### src/rtl/mult_pkg.sv
// -----------------------------------------------------------------------------
// mult_pkg
// Shared definitions for the sequential multiply-accumulate datapath:
//   - state_t   : controller states (IDLE, CALC, FINISH)
//   - cnt_width : width of the multiplier-bit counter for a given operand width
// No ports (package).
// -----------------------------------------------------------------------------
package mult_pkg;

    typedef enum logic [1:0] {
        ST_IDLE   = 2'd0,
        ST_CALC   = 2'd1,
        ST_FINISH = 2'd2
    } state_t;

    // Counter must index every multiplier bit 0..width-1.
    function automatic int cnt_width(input int width);
        return (width > 1) ? $clog2(width) : 1;
    endfunction

endpackage

### src/rtl/full_adder.sv
// -----------------------------------------------------------------------------
// full_adder
// One-bit full adder cell used to build the ripple-carry adder.
// Ports:
//   i_a, i_b  : addend bits
//   i_cin     : carry in
//   o_sum     : sum bit
//   o_cout    : carry out
// -----------------------------------------------------------------------------
module full_adder (
    input  logic i_a,
    input  logic i_b,
    input  logic i_cin,
    output logic o_sum,
    output logic o_cout
);

    assign o_sum  = i_a ^ i_b ^ i_cin;
    assign o_cout = (i_a & i_b) | (i_cin & (i_a ^ i_b));

endmodule

### src/rtl/rca_adder.sv
// -----------------------------------------------------------------------------
// rca_adder
// N-bit ripple-carry adder: {o_cout, o_sum} = i_a + i_b + i_cin.
// Ports:
//   o_sum   [N-1:0] : sum
//   o_cout          : carry out of the top bit
//   i_a     [N-1:0] : addend
//   i_b     [N-1:0] : addend
//   i_cin           : carry in (used for two's-complement negation)
// -----------------------------------------------------------------------------
module rca_adder #(
    parameter int N = 16
) (
    output logic [N-1:0] o_sum,
    output logic         o_cout,
    input  logic [N-1:0] i_a,
    input  logic [N-1:0] i_b,
    input  logic         i_cin
);

    logic [N:0] w_carry;

    assign w_carry[0] = i_cin;

    generate
        for (genvar gi = 0; gi < N; gi++) begin : g_fa
            full_adder u_fa (
                .i_a    (i_a[gi]),
                .i_b    (i_b[gi]),
                .i_cin  (w_carry[gi]),
                .o_sum  (o_sum[gi]),
                .o_cout (w_carry[gi+1])
            );
        end
    endgenerate

    assign o_cout = w_carry[N];

endmodule

### src/rtl/seq_mult_acc.sv
// -----------------------------------------------------------------------------
// seq_mult_acc
// Sequential shift-and-add multiplier with optional accumulate. Operands are
// WIDTH bits, unsigned or two's complement; the result is 2*WIDTH bits.
// Fixed latency of WIDTH+1 cycles from an accepted Load to Done.
// Ports:
//   Clk     : clock, rising edge
//   Reset   : synchronous, active-high reset (aborts any operation, clears O)
//   Load    : start request, sampled only while Ready=1
//   A, B    : multiplicand / multiplier, captured on accepted Load
//   Signed  : 1 = two's-complement operands, captured on accepted Load
//   Acc     : 1 = O <= O + product, 0 = O <= product, captured on accepted Load
//   O       : registered result, held between operations
//   Done    : one-cycle pulse when O updates
//   Ready   : high while idle
//   Ovf     : accumulate overflow, valid with Done and held until next Done
// -----------------------------------------------------------------------------
module seq_mult_acc
    import mult_pkg::*;
#(
    parameter int WIDTH = 8
) (
    input  logic               Clk,
    input  logic               Reset,
    input  logic               Load,
    input  logic [WIDTH-1:0]   A,
    input  logic [WIDTH-1:0]   B,
    input  logic               Signed,
    input  logic               Acc,
    output logic [2*WIDTH-1:0] O,
    output logic               Done,
    output logic               Ready,
    output logic               Ovf
);

    localparam int PW = 2 * WIDTH;
    localparam int CW = cnt_width(WIDTH);
    localparam logic [CW-1:0] LAST_CNT = CW'(WIDTH - 1);

    state_t          r_state;
    state_t          w_state_next;

    logic [WIDTH-1:0] r_mcand;
    logic [WIDTH-1:0] r_mplier;
    logic             r_neg;
    logic             r_acc;
    logic             r_signed;
    logic [PW-1:0]    r_partial;
    logic [CW-1:0]    r_cnt;
    logic [PW-1:0]    r_o;
    logic             r_done;
    logic             r_ovf;

    logic [WIDTH-1:0] w_a_mag;
    logic [WIDTH-1:0] w_b_mag;
    logic             w_last;
    logic             w_mbit;
    logic [PW-1:0]    w_shifted;
    logic [PW-1:0]    w_add_a;
    logic [PW-1:0]    w_add_b;
    logic             w_add_cin;
    logic [PW-1:0]    w_sum;
    logic             w_cout;
    logic             w_p_msb;
    logic             w_ovf;

    // Magnitudes; -2^(WIDTH-1) negates to itself, which is the correct
    // unsigned magnitude, so no special case is needed.
    assign w_a_mag = (Signed && A[WIDTH-1]) ? ({WIDTH{1'b0}} - A) : A;
    assign w_b_mag = (Signed && B[WIDTH-1]) ? ({WIDTH{1'b0}} - B) : B;

    assign w_last    = (r_cnt == LAST_CNT);
    assign w_mbit    = r_mplier[r_cnt];
    assign w_shifted = {{WIDTH{1'b0}}, r_mcand} << r_cnt;

    // Single adder, time-shared between partial-product adds (CALC) and the
    // final negate / accumulate (FINISH).
    always_comb begin
        w_add_a   = r_partial;
        w_add_b   = '0;
        w_add_cin = 1'b0;
        case (r_state)
            ST_CALC: begin
                w_add_a = r_partial;
                w_add_b = w_mbit ? w_shifted : '0;
            end
            ST_FINISH: begin
                if (r_acc) begin
                    // For a negative product r_partial already holds ~|p|,
                    // so O + ~|p| + 1 = O - |p| in one pass.
                    w_add_a   = r_o;
                    w_add_b   = r_partial;
                    w_add_cin = r_neg;
                end else begin
                    w_add_a   = r_neg ? ~r_partial : r_partial;
                    w_add_b   = '0;
                    w_add_cin = r_neg;
                end
            end
            default: ;
        endcase
    end

    rca_adder #(
        .N (PW)
    ) u_adder (
        .o_sum  (w_sum),
        .o_cout (w_cout),
        .i_a    (w_add_a),
        .i_b    (w_add_b),
        .i_cin  (w_add_cin)
    );

    // Sign of the accumulated product p. When negative, r_partial holds ~|p|;
    // p is negative unless |p| is zero (~|p| all ones).
    assign w_p_msb = r_neg ? (r_partial != {PW{1'b1}}) : r_partial[PW-1];

    always_comb begin
        w_ovf = 1'b0;
        if (r_acc) begin
            if (r_signed) begin
                w_ovf = (r_o[PW-1] == w_p_msb) && (w_sum[PW-1] != r_o[PW-1]);
            end else begin
                w_ovf = w_cout;
            end
        end
    end

    // Controller state register.
    always_ff @(posedge Clk) begin
        if (Reset) begin
            r_state <= ST_IDLE;
        end else begin
            r_state <= w_state_next;
        end
    end

    // Controller next-state logic.
    always_comb begin
        w_state_next = r_state;
        case (r_state)
            ST_IDLE:   if (Load) w_state_next = ST_CALC;
            ST_CALC:   if (w_last) w_state_next = ST_FINISH;
            ST_FINISH: w_state_next = ST_IDLE;
            default:   w_state_next = ST_IDLE;
        endcase
    end

    // Datapath registers.
    always_ff @(posedge Clk) begin
        if (Reset) begin
            r_mcand   <= '0;
            r_mplier  <= '0;
            r_neg     <= 1'b0;
            r_acc     <= 1'b0;
            r_signed  <= 1'b0;
            r_partial <= '0;
            r_cnt     <= '0;
            r_o       <= '0;
            r_done    <= 1'b0;
            r_ovf     <= 1'b0;
        end else begin
            r_done <= 1'b0;
            case (r_state)
                ST_IDLE: begin
                    if (Load) begin
                        r_mcand   <= w_a_mag;
                        r_mplier  <= w_b_mag;
                        r_neg     <= Signed & (A[WIDTH-1] ^ B[WIDTH-1]);
                        r_acc     <= Acc;
                        r_signed  <= Signed;
                        r_partial <= '0;
                        r_cnt     <= '0;
                    end
                end
                ST_CALC: begin
                    r_cnt <= r_cnt + CW'(1);
                    // Pre-invert on the last step so an accumulate of a
                    // negative product needs only one add in FINISH.
                    r_partial <= (w_last && r_acc && r_neg) ? ~w_sum : w_sum;
                end
                ST_FINISH: begin
                    r_o    <= w_sum;
                    r_ovf  <= w_ovf;
                    r_done <= 1'b1;
                end
                default: ;
            endcase
        end
    end

    assign O     = r_o;
    assign Done  = r_done;
    assign Ovf   = r_ovf;
    assign Ready = (r_state == ST_IDLE);

endmodule

### config.mk
export PLATFORM = sky130hd
export DESIGN_NAME = seq_mult_acc
export DESIGN_NICKNAME = d
export VERILOG_FILES = /design/src/rtl/mult_pkg.sv /design/src/rtl/full_adder.sv /design/src/rtl/rca_adder.sv /design/src/rtl/seq_mult_acc.sv
export SDC_FILE = /design/constraint.sdc
export NUM_CORES = 1
export LEC_CHECK = 0
export ABC_AREA = 0
export CAP_MARGIN = 20
export CORE_ASPECT_RATIO = 1.25
export CORE_MARGIN = 8
export CORE_UTILIZATION = 30
export DETAILED_ROUTE_END_ITERATION = 12
export RECOVER_POWER = 25
export SYNTH_ARGS = -nofsm -noshare
export SYNTH_HDL_FRONTEND = slang
export SYNTH_HIERARCHICAL = 1
export SYNTH_SLANG_ARGS = --single-unit
### constraint.sdc
create_clock -name Clk -period 22.9 [get_ports Clk]
set_input_delay 5.725 -clock Clk [delete_from_list [all_inputs] [get_ports Clk]]
set_output_delay 5.725 -clock Clk [all_outputs]
set_load 0.05 [all_outputs]
Word-level counts from Yosys, hierarchy flattened
Index checks and enable logic that the tools add are counted.
{ "word_totals": {"ff_bits": 58, "inputBits": 21, "output_inout_bits": 19, "word_cells": 141} }
{ "classes": {"add_sub_neg": 3, "magnitude_cmp": 1, "n_eq_ne": 8, "shift": 1, "n_mux": 23, "n_bitwise": 84, "n_reduce_logical": 10} }
{ "ops": {"columns": ["operator", "count"], "rows": [
  ["$mux W16", 7],
  ["$pmux W16 S2", 2],
  ["$and A1 B1 Y1", 33],
  ["$xor A1 B1 Y1", 33],
  ["$not A16 Y16", 2],
  ["$mux W8", 2],
  ["$ne A16 B16 Y1 const B", 1],
  ["$or A1 B1 Y1", 16],
  ["$shl A8 B3 Y16", 1],
  ["$sub A1 B8 Y8 const A", 2],
  ["$mux W1", 6],
  ["$pmux W3 S2", 1],
  ["$reduce_and A2 Y1", 3],
  ["$logic_and A1 B1 Y1", 5],
  ["$lt A3 B4 Y1 const B", 1],
  ["$mux W2", 2],
  ["$ne A2 B2 Y1 const B", 2],
  ["$pmux W2 S2", 1],
  ["$add A3 B1 Y3 const B", 1],
  ["$bmux W1 S3", 1],
  ["$eq A3 B3 Y1 const B", 1],
  ["$mux W3", 1],
  ["$eq A2 B1 Y1 const B", 1],
  ["$eq A2 B2 Y1 const B", 1],
  ["other kinds (4)", 4]
]} }

Depth between registers and ports, before layout
Gate-level depths: netlist of run 1.
{ "depth": {"word_depth": 40, "ltp_mapped": 26, "depth_no_buf": 25} }

Hierarchy
The synthesis of run 1 kept the hierarchy.
{ "modules_own_cells": {"columns": ["mod", "instances", "cells_each", "area_per_inst_um2", "seq_area_each_um2"], "rows": [
  ["seq_mult_acc", 1, 420, 3499.6, 1161.1],
  ["full_adder", 16, 1, 20.0, 0.0]
]} }

Worst setup path after synthesis of run 1
OpenSTA, ideal clock, no wires.
{ "synth_timing": {"path_kind": "register to register", "start": "register r_cnt[0]", "end": "register r_ovf (netlist: Ovf)", "setup_time_ns": 0.060, "arrival_ns": 8.346, "t_required_ns": 22.840, "slack_ns": 14.494, "stages_incl_launch_ff": 25, "path_buffers": 1, "synth_period_minus_slack_ns": 8.406, "path_cell_list": "dfxtp_1 -> buf_6 -> mux4_2 -> nor3b_2 -> a22oi_1 -> nor2b_1 -> fa_1 -> fa_1 -> fa_1 -> fa_1 -> fa_1 -> fa_1 -> fa_1 -> fa_1 -> fa_1 -> fa_1 -> fa_1 -> fa_1 -> fa_1 -> fa_1 -> fa_1 -> fa_1 -> or3b_2 -> a21oi_1 -> o41a_1"} }
{ "synth_via": {"elab_chain_len": 40, "elab_cells_between_ends": 74, "classes_between": "eq/ne: 1; shift: 1; mux: 6; bitwise: 65; reduce/logical: 1"} }
{ "synth_lines": {"columns": ["item", "line_no", "source"], "rows": [
  ["from (decl)", "seq_mult_acc.sv:49", "logic [CW-1:0] r_cnt;"],
  ["from (signal assigned)", "seq_mult_acc.sv:177", "r_cnt <= r_cnt + CW'(1);"],
  ["$bmux W1 S3", "seq_mult_acc.sv:73", "assign w_mbit = r_mplier[r_cnt];"],
  ["$mux W1 (not written as such)", "seq_mult_acc.sv:73", null],
  ["$mux W16 (*)", "seq_mult_acc.sv:85", "w_add_b = w_mbit ? w_shifted : '0;"],
  ["$pmux W16 S2 (*)", "seq_mult_acc.sv:82", "case (r_state)"],
  ["net w_add_b[0]", "seq_mult_acc.sv:60", "logic [PW-1:0] w_add_b;"],
  ["$xor A1 B1 Y1", "full_adder.sv:19", "assign o_cout = (i_a & i_b) | (i_cin & (i_a ^ i_b));"],
  ["$and A1 B1 Y1", "full_adder.sv:19", null],
  ["$or A1 B1 Y1 (*)", "full_adder.sv:19", null],
  ["net u_adder.w_carry[1]", "rca_adder.sv:21", "logic [N:0] w_carry;"],
  ["[2 not listed]", null, null],
  ["net u_adder.w_carry[2]", "rca_adder.sv:21", null],
  ["[2 not listed]", null, null],
  ["net u_adder.w_carry[3]", "rca_adder.sv:21", null],
  ["[2 not listed]", null, null],
  ["net u_adder.w_carry[4]", "rca_adder.sv:21", null],
  ["[2 not listed]", null, null],
  ["net u_adder.w_carry[5]", "rca_adder.sv:21", null],
  ["[2 not listed]", null, null],
  ["net u_adder.w_carry[6]", "rca_adder.sv:21", null],
  ["[2 not listed]", null, null],
  ["net u_adder.w_carry[7]", "rca_adder.sv:21", null],
  ["[2 not listed]", null, null],
  ["net u_adder.w_carry[8]", "rca_adder.sv:21", null],
  ["[2 not listed]", null, null],
  ["net u_adder.w_carry[9]", "rca_adder.sv:21", null],
  ["[2 not listed]", null, null],
  ["net u_adder.w_carry[10]", "rca_adder.sv:21", null],
  ["[2 not listed]", null, null],
  ["net u_adder.w_carry[11]", "rca_adder.sv:21", null],
  ["[2 not listed]", null, null],
  ["net u_adder.w_carry[12]", "rca_adder.sv:21", null],
  ["[2 not listed]", null, null],
  ["net u_adder.w_carry[13]", "rca_adder.sv:21", null],
  ["[2 not listed]", null, null],
  ["net u_adder.w_carry[14]", "rca_adder.sv:21", null],
  ["[1 not listed]", null, null],
  ["$or A1 B1 Y1 (*)", "full_adder.sv:19", null],
  ["net u_adder.w_carry[15]", "rca_adder.sv:21", null],
  ["$xor A1 B1 Y1 (*)", "full_adder.sv:18", "assign o_sum = i_a ^ i_b ^ i_cin;"],
  ["net w_sum[15]", "seq_mult_acc.sv:62", "logic [PW-1:0] w_sum;"],
  ["$ne A1 B1 Y1 (*)", "seq_mult_acc.sv:122", "w_ovf = (r_o[PW-1] == w_p_msb) && (w_sum[PW-1] != r_o[PW-1]);"],
  ["$logic_and A1 B1 Y1 (*)", "seq_mult_acc.sv:122", null],
  ["$mux W1 (*)", "seq_mult_acc.sv:121", "if (r_signed) begin"],
  ["$mux W1 (*)", "seq_mult_acc.sv:120", "if (r_acc) begin"],
  ["to (signal assigned)", "seq_mult_acc.sv:184", "r_ovf <= w_ovf;"],
  ["to (decl)", "seq_mult_acc.sv:52", "logic r_ovf;"]
]} }
Mark *: on every way through the listed nets, which the timed path passes. The rest lies on a longest branch. The select of a mux whose other input is x is not followed.
A chain may end at the register's enable or synchronous reset.

Worst setup path in the final report of run 1
Same ends and word-level chain as after synthesis.

==> flow_summary.json, run 1 <==
{
  "cts_buffers": 9,
  "htree_levels": 3,
  "power_leakage_nw": 1.57,
  "dieArea_sq_um": 16600,
  "initial_core_util": 0.304,
  "synth-seq-cells": 58,
  "synth-adder-area-share": 0.107,
  "clk_pin_slew_worst_paths_ps": 50,
  "antenna_left": 0,
  "diodes": 0,
  "stdcell_area_sq_um": 4560,
  "yosysSeqAreaShare": 0.304,
  "outcome": "finished with violations",
  "grt_usage": 0.117,
  "place_area_sq_um": 4290,
  "worstPathMaxFanout": 17,
  "pre_cts_ws_ps": 13550,
  "max_freq_mhz": 106,
  "synth_flop_cell": "dfxtp_1",
  "fin_ws_ps": 13460,
  "cp.arrival_ps": 9710,
  "die_width_microns": 117,
  "hold_class": "flip-flop to flip-flop",
  "critPathLaunchType": "flip-flop",
  "worst_pin_slew_ps": 2480,
  "end_kind": "flip-flop",
  "area_growth_pct": 19.3,
  "cts-resized-gates": 0,
  "crit_type": "flip-flop to flip-flop",
  "cts.root.buffer_cell": "clkbuf_16",
  "cts_setup_buffers": 0,
  "layout-drive-gt1-share": 0.0671,
  "dp_hpwl_microns": 6950,
  "finClkSkew_ps": 7.14,
  "yosysTopAreaCell": "dfxtp_1",
  "synth_cell_type_count": 54,
  "ys_top_cells_by_area": "dfxtp_1, mux2i_1, fa_1",
  "ir_worst_vdd_uv": 31.1,
  "rsz0062_at_grt": "no",
  "clock_sinks": 58,
  "avgSynthCellArea_sq_um": 8.76,
  "antenna_found_initial": 0,
  "tns_ps": 0,
  "synth-async-reset-ratio": 0,
  "synth_top_area_frac": 0.304,
  "seqCellArea_sq_um": 1160,
  "drc_errors": 0,
  "cap_viol_max_count": 1,
  "final_common_cell": "dfxtp_1",
  "synth_fp_nets": 480,
  "grt_max_degree": 59,
  "ctsHoldBuffers": 0,
  "cts_tree": "built",
  "core.rowCount": 46,
  "nFillCells": 1346,
  "clkLatencyLatePin_ps": 330,
  "first_global_vias": 3128,
  "ys_warn_count": 6,
  "slew_viol_final": 59,
  "synth_compound_area_frac": 0.192,
  "finalSetupViolations": 0,
  "place_congestion": 0.863,
  "muxShareOfSynthArea": 0.114,
  "syn_inst": 436,
  "max_slew_margin": -0.654,
  "drt_iter0_drc": 127,
  "yosys.area_share.simple": 0.183,
  "clockBufferDepth": 2,
  "multi_input_area_sq_um": 2490,
  "p_per_area_nw_per_um2": 56.6,
  "io_pins": 40,
  "num_vias": 3155,
  "finalHoldViolations": 0,
  "synthXorXnorAreaFrac": 0.0550,
  "required_ps": 23170,
  "numPortBuffers": 39,
  "fp.dieH_microns": 142,
  "vias_per_cell": 5.01,
  "synthesis.area_sq_um": 3820,
  "dr.pass1.iters": 4,
  "min_period_ps": 9440,
  "drt-total-wl_microns": 9340,
  "core_area_sq_um": 12500,
  "fin_crit_sh": 0.412,
  "violations": "max-capacitance violations, max-slew violations",
  "synth_top_family_by_area": "compound AO/OA/AOI/OAI gates",
  "wl_per_cell_microns": 14.8,
  "power.total_uw": 258,
  "layout_common_cells": "dfxtp_1, nor2_1, nand2_1",
  "grt_overflow": 0,
  "grt_pass1_wl_microns": 15800,
  "synth_edf_count": 0,
  "nets": 501
}
==> stage by stage <==
step                      instances  hold slack (ps)   util
after floorplan                 436              433      -
after CTS                       630              461  0.363
after global routing            630              490  0.363
after global placement          614              449  0.342
after detailed placement        614              454  0.342
final                           630              457  0.363
==> layout make-up <==
type,instances,area share
clock buffer,10,0.0524
clock inverter,6,0.00714
inverter,8,0.00659
multi-input combinational,339,0.545
sequential,58,0.255
tap,168,0.0461
timing repair buffer,41,0.0876
==> path summary, 6_finish.rpt <==
| kind | slack [ps] | cells past startpoint | to | from |
|---|---|---|---|---|
| worst max-delay path | 13460 | 23 | Ovf | r_cnt[0] |
| worst max register to register | 13460 | 23 | Ovf | r_cnt[0] |
| worst min register to register | 460 | 2 | r_mplier[7] | r_mplier[7] |
| worst min-delay path | 460 | 2 | r_mplier[7] | r_mplier[7] |
==> cell usage after synthesis (2+ instances only) <==
cell type / n
dfxtp_1: 58
nor2_1: 53
nand2_1: 45
mux2i_1: 34
a22oi_1: 24
o21ai_0: 20
xnor2_1: 20
a22o_1: 16
fa_1: 16
a21oi_1: 14
clkbuf_1: 14
buf_2: 12
a211oi_1: 9
inv_1: 8
nor2b_1: 8
ha_1: 7
nand3_1: 7
o21ai_1: 7
a311oi_1: 5
and2_1: 5
nand4_1: 5
nand2b_1: 4
or3_1: 4
xor2_1: 4
buf_1: 3
mux4_2: 3
nor3b_1: 2
o21bai_1: 2
o41ai_1: 2
==> power by group <==
part / total, mW / internal (mW) / switching [mW]
registers: 0.109 / 0.104 / 0.00419
logic: 0.0290 / 0.0122 / 0.0169
clock network: 0.120 / 0.0749 / 0.0455
total: 0.258 / 0.191 / 0.0665
==> worst max-delay path: stages, from the launching register on <==
cell and delay [ps]:
dfxtp_1 800, mux4_2 620, nor3b_2 200, a22oi_1 170, nor2b_1 90, fa_1 440, fa_1 400, fa_1 400
fa_1 410, fa_1 400, fa_1 400, fa_1 390, fa_1 390, fa_1 400, fa_1 390, fa_1 390
fa_1 380, fa_1 400, fa_1 420, fa_1 420, fa_1 630, or3b_2 470, a21oi_1 150, o41a_1 180
==> layer usage <==
metal	wire [microns]	track usage	vias to the layer above
met1	4180	0.139	1498
li1	-	-	1592
met3	336	0.0242	9
met4	126	0.0365	0
met5	0	0	-
met2	4690	0.204	56
==> kinds of logic after synthesis <==
family	after synthesis
AOI/OAI and AO/OA	107
adders and majority gates	23
muxes	39
and+or+nand+nor	146
DFF	58
buffers and inverters	39
xor gates and xnor gates	24
==> registers in the layout, summed over array words and instances (netlist names) <==
| name | flops |
|---|---|
| Ovf | 1 |
| Done | 1 |
| r_cnt | 3 |
| r_mcand | 8 |
| r_mplier | 8 |
| r_acc | 1 |
| r_partial | 16 |
| r_state | 2 |
| r_signed | 1 |
| O | 16 |
| r_neg | 1 |
Note: power is estimated with default switching activity, not from simulation.
==> run 2, diff against run 1 <==
==> constraint.sdc (replaced) <==
create_clock -name Clk -period 8.1 [get_ports Clk]
set_input_delay 2.025 -clock Clk [delete_from_list [all_inputs] [get_ports Clk]]
set_output_delay 2.025 -clock Clk [all_outputs]
set_load 0.05 [all_outputs]
==> flow_summary.json, run 2 (synthesis gave the netlist of run 1 again) <==
{
  "crit_type": "flip-flop to flip-flop",
  "core.rowCount": 46,
  "antenna_found_initial": 0,
  "fin_cells": 643,
  "num_vias": 3252,
  "numPortBuffers": 39,
  "initial_core_util": 0.304,
  "outcome": "finished with violations",
  "final_common_cell": "dfxtp_1",
  "violations": "max-capacitance violations, max-slew violations",
  "fin_crit_sh": 0.978,
  "hp-start": "r_mplier[7]",
  "place_congestion": 0.795,
  "largestRegisters": "O: 16 flops, r_partial: 16 flops",
  "hold-worst-slack_ps": 450,
  "startpoint": "r_cnt[0]",
  "io_pins": 40,
  "core_area_sq_um": 12500,
  "min_period_ps": 7920,
  "cts.root.buffer_cell": "clkbuf_16",
  "ctsHoldBuffers": 0,
  "wl_per_cell_microns": 15.2,
  "worstPathMaxFanout": 4,
  "max_freq_mhz": 126,
  "end_kind": "flip-flop",
  "dpl.cell_count": 628,
  "drc_errors": 0,
  "max_slew_margin": -0.714,
  "clkLatencyLatePin_ps": 330,
  "clk_pin_slew_worst_paths_ps": 50,
  "dieArea_sq_um": 16600,
  "layout_common_cells": "dfxtp_1, nor2_1, nand2_1",
  "dr.pass1.iters": 4,
  "cts_setup_buffers": 0,
  "fp.dieH_microns": 142,
  "grt_pass1_wl_microns": 16000,
  "path_common_cell": "fa_2",
  "hold_class": "flip-flop to flip-flop",
  "grt_usage": 0.123,
  "worst_pin_slew_ps": 2570,
  "dp_hpwl_microns": 7080,
  "antenna_left": 0,
  "rsz0062_at_grt": "no",
  "stdcell_area_sq_um": 4720,
  "critPathLaunchType": "flip-flop",
  "crit_path_max_incr_delay_ps": 500,
  "vias_per_cell": 5.06,
  "cts_tree": "built",
  "finClkSkew_ps": 6.39,
  "cp.arrival_ps": 8130,
  "nets": 515,
  "grt_overflow": 0,
  "p_per_area_nw_per_um2": 156,
  "ir_worst_vdd_uv": 73.8,
  "fin_util": 0.376,
  "slowest_stage": "mux4_2",
  "grt_max_degree": 59,
  "area_growth_pct": 23.6,
  "fin_ws_ps": 175,
  "cts_buffers": 9,
  "crit_chain": "mux4_2, nor3b_4, a22oi_2, nor2b_1, fa_2, fa_2, fa_2, fa_2, fa_2, fa_2, fa_2, fa_2, fa_2, fa_2, fa_2, fa_2, fa_2, fa_2, fa_2, fa_1, or3b_4, a21oi_2, o41a_1",
  "drt-total-wl_microns": 9760,
  "first_global_vias": 3267,
  "diodes": 0,
  "htree_levels": 3,
  "finalHoldViolations": 0,
  "cap_viol_max_count": 1,
  "clockBufferDepth": 2,
  "finalSetupViolations": 0,
  "required_ps": 8310,
  "drt_iter0_drc": 186,
  "slew_viol_final": 59,
  "pre_cts_ws_ps": -105,
  "r2r_start": "r_cnt[0]",
  "layout-drive-gt1-share": 0.128,
  "die_width_microns": 117,
  "place_area_sq_um": 4420,
  "clock_sinks": 58,
  "power_leakage_nw": 1.63
}
-- run 2: cell count changes in the layout (fill, tap and decap cells not counted), sizes merged --
cell / delta
buf: +14
clkbuf: +2
clkdlybuf4s50: -5
clkinv: -2
clkinvlp: -1
dlygate4sd3: +5
-- run 2: worst paths after layout --
path	cells past startpoint	endpoint	slack [ps]
hold / removal	2	r_mplier[7]	450
hold reg to reg	2	r_mplier[7]	450
setup reg to reg	23	Ovf	180
setup / recovery	23	Ovf	180
-- run 2: layout make-up --
| cell class | count | area, sq um |
|---|---|---|
| clock buffer | 12 | 256 |
| clock inverter | 3 | 15.0 |
| fill | 1314 | 7830 |
| inverter | 8 | 30.0 |
| multi-input combinational | 339 | 2540 |
| sequential | 58 | 1160 |
| tap | 168 | 210 |
| timing repair buffer | 55 | 504 |
-- run 2: critical path: cells and delay by family, from the launching register on --
| family | cells | cell delay (ps) |
|---|---|---|
| compound gates | 3 | 600 |
| fa+ha+maj | 16 | 5840 |
| flops | 1 | 330 |
| mux | 1 | 500 |
| simple gates | 3 | 520 |
-- run 2: per-layer routing --
layer,share of wire,track usage,vias up
li1,-,-,1626
met1,0.44,0.146,1537
met2,0.50,0.206,78
met3,0.044,0.0276,11
met4,0.013,0.0554,0
met5,0,0,-
-- run 2: where the power goes --
part           switching [mW]  internal, mW
combinational          0.0544        0.0377
sequential            0.00725         0.295
clock                   0.121         0.219
-- run 2: timing repair --
item,in CTS,in global routing
endpoints found under the setup margin,1,2
pin swaps,1,2
gates resized for setup,2,9
-- run 2: metrics by stage --
stage | setup TNS, ps | power [mW]
final | 0 | 0.735
after global routing | 0 | 0.772
after CTS | 0 | 0.745
after detailed placement | -105 | 0.400
after global placement | -26.8 | 0.398
after floorplan | 0 | 0.368
==> run 3, diff against run 2 <==
--- a/config.mk
+++ b/config.mk
@@ -5,7 +5,7 @@
 export SDC_FILE = /design/constraint.sdc
 export NUM_CORES = 1
 export LEC_CHECK = 0
-export ABC_AREA = 0
+export ABC_AREA = 1
 export CAP_MARGIN = 20
 export CORE_ASPECT_RATIO = 1.25
 export CORE_MARGIN = 8
@@ -14,5 +14,4 @@
 export RECOVER_POWER = 25
 export SYNTH_ARGS = -nofsm -noshare
 export SYNTH_HDL_FRONTEND = slang
-export SYNTH_HIERARCHICAL = 1
 export SYNTH_SLANG_ARGS = --single-unit
==> flow_summary.json, run 3 <==
{
  "crit_type": "flip-flop to flip-flop",
  "cp.arrival_ps": 7950,
  "worstPathMaxFanout": 4,
  "layout_common_cells": "nand2_1, dfxtp_1, a21oi_1",
  "wl_met1_microns": 4560,
  "slowest_stage": "fa_1",
  "clock_sinks": 58,
  "outcome": "completed",
  "nets": 614,
  "max_freq_mhz": 129,
  "synthesis.area_sq_um": 3910,
  "synth_common_cells": "nand2_1, dfxtp_1, a21oi_1",
  "cap_viol_max_count": 0,
  "synth-seq-cells": 58,
  "htree_levels": 3,
  "path_common_cell": "fa_1",
  "drt-total-wl_microns": 10400,
  "worst_pin_slew_ps": 1010,
  "core.rowCount": 46,
  "grt_pass1_wl_microns": 17700,
  "p_per_area_nw_per_um2": 192,
  "dpl.cell_count": 726,
  "largestRegisters": "O: 16 flops, r_partial: 16 flops",
  "yosysMostFrequentCell": "nand2_1",
  "final_common_cell": "nand2_1",
  "finClkSkew_ps": 7.26,
  "drc_errors": 0,
  "pre_cts_ws_ps": 218,
  "synth_compound_area_frac": 0.282,
  "grt_usage": 0.127,
  "synth-adder-area-share": 0.104,
  "yosysTopAreaCell": "dfxtp_1",
  "synth-async-reset-ratio": 0,
  "syn_inst": 536,
  "r2r_start": "r_state[0]",
  "area_growth_pct": 20.6,
  "slew_viol_final": 0,
  "ys_top_cells_by_area": "dfxtp_1, nand2_1, fa_1",
  "reg2reg_depth": 30,
  "diodes": 0,
  "wl_met3_microns": 427,
  "vias_per_cell": 5.02,
  "fp.dieH_microns": 144,
  "synthXorXnorAreaFrac": 0.0202,
  "synth_fp_nets": 580,
  "min_period_ps": 7750,
  "drt_iter0_drc": 197,
  "core_area_sq_um": 12700,
  "grt_overflow": 0,
  "first_global_vias": 3705,
  "fin_cells": 742,
  "top_layer": "met4",
  "ys_warn_count": 0,
  "yosysSeqAreaShare": 0.297,
  "tns_ps": 0,
  "antenna_found_initial": 0,
  "required_ps": 8300,
  "yosys.area_share.simple": 0.205,
  "grt_max_degree": 36,
  "dr_wl_met2_microns": 5160,
  "cts.root.buffer_cell": "clkbuf_16",
  "dieArea_sq_um": 17000,
  "finalHoldViolations": 0,
  "io_pins": 40,
  "cts_tree": "built",
  "rsz0062_at_grt": "no",
  "dp_hpwl_microns": 7710,
  "antenna_left": 0,
  "num_vias": 3723,
  "fin_crit_sh": 0.957,
  "max_slew_margin": 0.328,
  "die_width_microns": 118,
  "end_kind": "flip-flop",
  "wl_per_cell_microns": 14.0,
  "place_congestion": 0.884,
  "cts_setup_buffers": 0,
  "synth_top_area_frac": 0.297,
  "synth_edf_count": 0,
  "critPathLaunchType": "flip-flop",
  "finalSetupViolations": 0,
  "fin_ws_ps": 347,
  "dr.pass1.iters": 4,
  "layout-drive-gt1-share": 0.115,
  "cts_buffers": 9,
  "ir_worst_vdd_uv": 94.4,
  "clkLatencyLatePin_ps": 330,
  "muxShareOfSynthArea": 0.00256,
  "power_leakage_nw": 1.64,
  "synth_top_family_by_area": "compound AO/OA/AOI/OAI gates",
  "clk_pin_slew_worst_paths_ps": 50,
  "endpoint": "Ovf",
  "hold_class": "flip-flop to flip-flop",
  "r2r-end": "Ovf",
  "clockBufferDepth": 2,
  "rrSetupSlack_ps": 350,
  "startpoint": "r_state[0]",
  "avgSynthCellArea_sq_um": 7.30,
  "numPortBuffers": 39,
  "initial_core_util": 0.307,
  "crit_path_max_incr_delay_ps": 460,
  "power.total_uw": 904,
  "synth_flop_cell": "dfxtp_1",
  "synth_cell_type_count": 43
}
run 3: layout make-up:
type	instances	area, sq um
fillers	1299	8000
multi-input cells	403	2410
flip-flops and latches	58	1160
repair buffers	53	492
clock buffers	12	256
well taps	168	210
inverters	45	171
clock inverters	3	15.0
run 3: worst min-delay path by stage:
stage	to	cells after the start	start	slack, ps
5_1_grt	Ovf	2	Ovf	500
3_3_place_gp	r_state[0]	2	r_state[0]	470
6_report	Ovf	2	Ovf	480
2_1_floorplan	r_state[0]	2	r_state[0]	460
3_5_place_dp	Ovf	2	Ovf	480
4_1_cts	Ovf	2	Ovf	490
run 3: worst max-delay path: cells and delay by family (launching register included):
| family | cells | cell delay (ps) |
|---|---|---|
| AOI/OAI and AO/OA | 2 | 110 |
| adders and majority gates | 17 | 6360 |
| buffers and inverters | 4 | 350 |
| DFF | 1 | 320 |
| and+or+nand+nor | 7 | 480 |
run 3: where the power goes:
part	leakage (nW)	internal [mW]	switching (mW)
clock network	0.138	0.220	0.126
registers	0.475	0.311	0.0206
logic	1.03	0.0746	0.152
total	1.64	0.605	0.299
run 3: metal layers:
| layer | global-route usage | up-vias |
|---|---|---|
| li1 | - | 1890 |
| met1 | 0.141 | 1733 |
| met2 | 0.224 | 81 |
| met3 | 0.0302 | 19 |
| met4 | 0.0642 | 0 |
| met5 | 0 | - |
run 3: cell families after synthesis:
kind of cell | after synthesis
AND/OR/NAND/NOR | 191
AO/OA/AOI/OAI | 179
buffers and inverters | 75
flip-flops | 58
adder cells (fa/ha/maj) | 23
XOR/XNOR | 9
multiplexers | 1
run 3: timing repair:
item                                    4_1_cts  5_1_grt
gates resized for setup                       0        6
hold buffers                                  0        0
endpoints found under the setup margin        0        2
run 3: metrics by stage:
| step | util | hold slack [ps] | cell area, sq um |
|---|---|---|---|
| after floorplan | - | 457 | 3910 |
| after global placement | 0.349 | 472 | 4430 |
| after CTS | 0.370 | 492 | 4700 |
| after detailed placement | 0.349 | 485 | 4430 |
| after global routing | 0.371 | 498 | 4720 |
| final | 0.371 | 481 | 4720 |
